--- config.mk ---
export PLATFORM = sky130hd
export DESIGN_NAME = pipe_hazard_ctrl
export DESIGN_NICKNAME = d
export VERILOG_FILES = /design/src/rtl/pipe_hazard_ctrl.sv
export SDC_FILE = /design/constraint.sdc
export NUM_CORES = 1
export LEC_CHECK = 0
export ABC_AREA = 1
export CORE_ASPECT_RATIO = 2
export CORE_MARGIN = 2
export CORE_UTILIZATION = 56
export CTS_BUF_LIST = sky130_fd_sc_hd__clkbuf_16
export DETAILED_ROUTE_END_ITERATION = 8
export PLACE_DENSITY_LB_ADDON = 0.2
export SLEW_MARGIN = 20
export SYNTH_ARGS = -nofsm -noshare
export SYNTH_HDL_FRONTEND = slang
export SYNTH_SLANG_ARGS = --single-unit
--- constraint.sdc ---
create_clock -name clk -period 5.75 [get_ports clk]
set_input_delay 1.15 -clock clk [delete_from_list [all_inputs] [get_ports clk]]
set_output_delay 1.15 -clock clk [all_outputs]
set_load 0.02 [all_outputs]
--- src/rtl/pipe_hazard_ctrl.sv ---
// pipe_hazard_ctrl
// ----------------
// Central stall/flush controller for a 5-stage pipeline. It steers the hold and
// bubble controls of the F->D, D->EX and EX->MEM pipeline registers from three
// hazard sources: load-use (D vs EX), taken branches resolved in EX and
// multi-cycle data-memory waits in MEM.
// Priority, highest first: rst > memory wait > branch flush > load-use.
//
// Parameters:
//   LD_LAT       bubble cycles per load-use hazard (1..7)
//   MEM_TIMEOUT  memory wait cycles per mem_err pulse (1..65535)
//
// Ports:
//   clk, rst                 clock, synchronous active-high reset
//   D_rs1/D_rs2              source registers of the instruction in D
//   D_use_rs1/D_use_rs2      D instruction really reads rs1/rs2
//   EX_rd, EX_ld             destination register / load flag of EX instruction
//   EX_brn_taken             branch in EX resolved taken this cycle
//   MEM_req, MEM_ready       MEM access present / completing this cycle
//   stall_F                  hold PC                       (combinational)
//   hold_D                   hold F->D register            (combinational)
//   flush_D                  clear F->D register           (combinational)
//   bubble_EX                clear D->EX register          (combinational)
//   hold_EX                  hold D->EX and EX->MEM        (combinational)
//   mem_err                  one-cycle pulse on wait timeout (registered)
//
// Optional build macro PIPE_HAZARD_PERF_EN adds two 32-bit wrapping counters:
//   perf_ld_stalls           cycles spent in a load-use stall
//   perf_mem_stalls          cycles spent in a memory freeze
module pipe_hazard_ctrl #(
  parameter int unsigned LD_LAT      = 1,
  parameter int unsigned MEM_TIMEOUT = 255
) (
  input  logic        clk,
  input  logic        rst,
  input  logic [4:0]  D_rs1,
  input  logic [4:0]  D_rs2,
  input  logic        D_use_rs1,
  input  logic        D_use_rs2,
  input  logic [4:0]  EX_rd,
  input  logic        EX_ld,
  input  logic        EX_brn_taken,
  input  logic        MEM_req,
  input  logic        MEM_ready,
  output logic        stall_F,
  output logic        hold_D,
  output logic        flush_D,
  output logic        bubble_EX,
  output logic        hold_EX,
  output logic        mem_err
`ifdef PIPE_HAZARD_PERF_EN
  ,
  output logic [31:0] perf_ld_stalls,
  output logic [31:0] perf_mem_stalls
`endif
);

  typedef enum logic [1:0] {
    RUN     = 2'd0,
    LDUSE   = 2'd1,
    MEMWAIT = 2'd2
  } state_t;

  localparam logic [2:0]  LD_RELOAD = 3'(LD_LAT - 1);
  localparam logic [15:0] TMO       = 16'(MEM_TIMEOUT);
  localparam bit          MULTI_LD  = (LD_LAT > 1);

  state_t      state, state_nxt;
  logic [2:0]  ld_cnt, ld_cnt_nxt;
  logic [15:0] wait_cnt, wait_cnt_nxt, wait_inc;
  logic        mem_err_nxt;
  logic        haz, mw;

  // Hazard detection; x0 is hard-wired zero and never creates a dependency.
  always_comb begin
    haz = EX_ld & (EX_rd != 5'd0) &
          ((D_use_rs1 & (D_rs1 == EX_rd)) | (D_use_rs2 & (D_rs2 == EX_rd)));
    mw  = MEM_req & ~MEM_ready;
    wait_inc = (wait_cnt == 16'hFFFF) ? wait_cnt : (wait_cnt + 16'd1);
  end

  // Next-state and stall/flush outputs.
  always_comb begin
    stall_F      = 1'b0;
    hold_D       = 1'b0;
    flush_D      = 1'b0;
    bubble_EX    = 1'b0;
    hold_EX      = 1'b0;
    state_nxt    = state;
    ld_cnt_nxt   = ld_cnt;
    wait_cnt_nxt = wait_cnt;
    mem_err_nxt  = 1'b0;

    if (rst) begin
      state_nxt    = RUN;
      ld_cnt_nxt   = 3'd0;
      wait_cnt_nxt = 16'd0;
    end else if (mw) begin
      // Full freeze. ld_cnt is left untouched so an interrupted load-use
      // stall resumes with its remaining count once memory completes.
      stall_F   = 1'b1;
      hold_D    = 1'b1;
      hold_EX   = 1'b1;
      state_nxt = MEMWAIT;
      if (wait_inc == TMO) begin
        mem_err_nxt  = 1'b1;
        wait_cnt_nxt = 16'd0;
      end else begin
        wait_cnt_nxt = wait_inc;
      end
    end else begin
      wait_cnt_nxt = 16'd0;
      // A pending load-use count (LDUSE, or MEMWAIT entered from LDUSE) keeps
      // stalling and ignores branches: EX holds a bubble in that window.
      if ((state == LDUSE) || ((state == MEMWAIT) && (ld_cnt != 3'd0))) begin
        stall_F    = 1'b1;
        hold_D     = 1'b1;
        bubble_EX  = 1'b1;
        ld_cnt_nxt = (ld_cnt == 3'd0) ? 3'd0 : (ld_cnt - 3'd1);
        state_nxt  = (ld_cnt <= 3'd1) ? RUN : LDUSE;
      end else if (EX_brn_taken) begin
        flush_D   = 1'b1;
        bubble_EX = 1'b1;
        state_nxt = RUN;
      end else if (haz) begin
        stall_F   = 1'b1;
        hold_D    = 1'b1;
        bubble_EX = 1'b1;
        if (MULTI_LD) begin
          ld_cnt_nxt = LD_RELOAD;
          state_nxt  = LDUSE;
        end else begin
          state_nxt = RUN;
        end
      end else begin
        state_nxt = RUN;
      end
    end
  end

  // State, counters and the registered timeout pulse.
  always_ff @(posedge clk) begin
    if (rst) begin
      state    <= RUN;
      ld_cnt   <= 3'd0;
      wait_cnt <= 16'd0;
      mem_err  <= 1'b0;
    end else begin
      state    <= state_nxt;
      ld_cnt   <= ld_cnt_nxt;
      wait_cnt <= wait_cnt_nxt;
      mem_err  <= mem_err_nxt;
    end
  end

`ifdef PIPE_HAZARD_PERF_EN
  // Performance counters; a load-use stall is the only stall that also bubbles EX.
  always_ff @(posedge clk) begin
    if (rst) begin
      perf_ld_stalls  <= 32'd0;
      perf_mem_stalls <= 32'd0;
    end else begin
      if (stall_F & bubble_EX) begin
        perf_ld_stalls <= perf_ld_stalls + 32'd1;
      end else begin
        perf_ld_stalls <= perf_ld_stalls;
      end
      if (hold_EX) begin
        perf_mem_stalls <= perf_mem_stalls + 32'd1;
      end else begin
        perf_mem_stalls <= perf_mem_stalls;
      end
    end
  end
`endif

endmodule

==> impl_metrics.csv <==
group,metric,value,unit
outcome,outcome,"finished clean",
global_routing,grt_usage,0.2599,
cells_and_area,n_antenna_cell,0,
die,row_count,26,
clock_tree,cts_hold_buffers,0,
pwr,irDropWorstVdd,156.7,µV
critical_path,critPathMaxFanout,4,
flow_run,maxCapViolCount,0,
route,routed_wl,3566,µm
clock_tree,post_cts_buffers,0,
cells_and_area,drive_gt1_frac,0.1148,
route,num_vias,1564,
min_path,hp-class,"reg2reg",
critical_path,worstPathCellList,"clkdlybuf4s50_1, inv_1, nand2_1, o21ai_0, nor3_1, nand3_1, nand2_1, nand3_1, a21oi_1, clkdlybuf4s50_1",
placed_design,place_ws,1.547,ns
timing,setup-violations-final,0,
critical_path,crit_family,"buffers and inverters",
synth,netlist_area,1533,µm²
placed_design,io_buffers,28,
route,wire_per_inst,11.97,µm
timing,skew,0.001773,ns
synth,synthDistinctLibCells,28,
die,core,2570,µm²
die,die_area,3197,µm²
critical_path,path_buf_inv,3,
placed_design,place.gp.congestion,0.7723,
route,ant_nets,0,
critical_path,critPathRequiredTime,4.60,ns
timing,tns,0,ns
clock_tree,cts_resized,0,
clock_tree,clock-root-buffer,"clkbuf_16",
clock_tree,clock-sinks,22,
clock_tree,cts_buffer_depth,2,
timing,fin_crit_sh,0.7294,
synth,synth.net_count,266,
global_routing,grt_pass1_wl,5733,µm
clock_tree,h-tree-depth,1,
global_routing,antenna_found_initial,0,
clock_tree,cts_tree,"done",
critical_path,worst_setup_path_end_kind,"output pin",
global_routing,grt_max_degree,16,
synth,synth_area_leaders,"dfxtp_1 29%, nand2_1 12%, nor2_1 9.8%",
critical_path,criticalPathCategory,"in2out",
timing,slew_viol_final,0,
route,drc_errors,0,
timing,final-hold-violation-count,0,
timing,worst_slack,1.556,ns
timing,fmax,238.4,MHz
synth,synth_area_leader_cell,"dfxtp_1",
cells_and_area,finalNetCount,297,
critical_path,critPathLaunchType,"primary input",
placed_design,dpl.hpwl,2920,µm
synth,postSynthAreaPerCell,6.386,µm²
critical_path,critPathSlowestCell,"clkdlybuf4s50_1",
critical_path,r2r_slack,3.45,ns
synth,synthCells,240,
clock_tree,clk_latency,0.25,ns
route,firstDrtPassIters,4,
cells_and_area,syn2layout_area_growth,23.92,%
cells_and_area,fillCellCount,225,
route,drtIter0Drc,60,
global_routing,grt_pass1_vias,1485,
critical_path,slowest_delay,0.64,ns
pwr,p_leak,0.7547,nW
synth,yosys_warnings,0,
synth,yosysSeqAreaShare,0.2873,
die,die_x,41.00,µm
die,start_util,0.5964,
critical_path,crit_arrival,3.04,ns
timing,period_minus_slack,4.194,ns
timing,relSlewSlack,0.7420,
synth,netlist.area_leader.share,0.2873,
clock_tree,clk_pin_slew,0.06,ns
clock_tree,numCtsBuffers,3,
timing,worst_slew_pin_slew,0.3855,ns
die,pin_count,29,
route,vias_per_cell,5.248,
pwr,p_per_area,177.5,nW/µm²
global_routing,grt_remaining_overflow,0,
timing,grt_setup_unrepaired,"false",
synth,ys_ff_latch,22,
die,die_y,77.99,µm
registers in the layout (all words and copies together) (netlist names):
| signal | flops |
|---|---|
| wait_cnt | 16 |
| ld_cnt | 3 |
| state | 2 |
| mem_err | 1 |
cells in the mapped netlist, drive strengths merged:
master  instances
a211oi          2
a21oi           7
buf             2
dfxtp          22
ha              3
inv            38
nand2          57
nand3          19
nand3b          1
nand4           7
nor2           55
nor3            3
o21a            1
o21ai           8
o21bai          2
o22ai           1
o41ai           1
or2             4
xnor2           5
xor2            2
cells in the final DEF, fill, tap and decap left out, types with 3 or more instances in the layout:
cell             count
nand2_1             51
nor2_1              40
inv_1               35
clkdlybuf4s50_1     28
dfxtp_1             22
nand3_1             19
nor2_2              12
o21ai_0              8
a21oi_1              7
nand4_1              7
xnor2_1              5
or2_2                4
nand2_2              4
nor3_1               3
ha_1                 3
clkbuf_16            3
tightest hold or removal path: stages (launching register included):
cell	delay (ns)
dfxtp_1	0.32
o21ai_0	0.07
a21oi_1	0.06
layer usage:
metal  track usage  wire, µm  share of wire
met3       0.03143       115          0.032
met4        0.1333       106          0.030
met5             0         0              0
met2        0.5031      2198           0.62
met1        0.2126      1145           0.32
cell type report:
cell class / count / area, µm² / area share
flip-flops and latches: 22 / 440.4 / 0.2319
multi-input cells: 178 / 919.6 / 0.4842
inverters: 38 / 145.1 / 0.07642
clock buffers: 3 / 75.07 / 0.03953
clock inverters: 1 / 3.754 / 0.001976
repair buffers: 28 / 280.3 / 0.1476
well taps: 28 / 35.03 / 0.01845
report_power, final:
part	internal (W)	switching [W]
Sequential	0.000153	0.000000713
Clock	0.0000927	0.0000523
Combinational	0.0000221	0.0000163
worst paths after layout:
check	start	to	depth (start not counted)
worst max-delay path	EX_rd[3]	stall_F	10
worst min-delay path	ld_cnt[1]$_SDFFE_PP0P_	ld_cnt[1]$_SDFFE_PP0P_	2
worst max register to register	wait_cnt[0]$_SDFF_PP0_	wait_cnt[0]$_SDFF_PP0_	12
worst min register to register	ld_cnt[1]$_SDFFE_PP0P_	ld_cnt[1]$_SDFFE_PP0P_	2
stage by stage:
| stage | area, µm² | total power, W | cells | util | hold WS, ns |
|---|---|---|---|---|---|
| 3_5_place_dp | 1821 | 0.0001956 | 294 | 0.7084 | 0.4864 |
| 4_1_cts | 1899 | 0.0003413 | 298 | 0.7390 | 0.4949 |
| 2_1_floorplan | 1533 | 0.0001742 | 240 | - | 0.4563 |
| 5_1_grt | 1899 | 0.0003518 | 298 | 0.7390 | 0.5199 |
| 3_3_place_gp | 1821 | 0.0001953 | 294 | 0.7084 | 0.4786 |
| 6_report | 1899 | 0.0003371 | 298 | 0.7390 | 0.4961 |
kinds of logic (layout without fill, tap and decap cells):
kind of cell    after synthesis  after routing  synth area share
buf+inv                      40             70            0.1127
compound gates               22             22           0.08326
flops                        22             22            0.2873
simple gates                146            146            0.4522
xor+xnor                      7              7           0.04000
fa+ha+maj                     3              3           0.02449
Note: power is estimated with default switching activity, not from simulation.
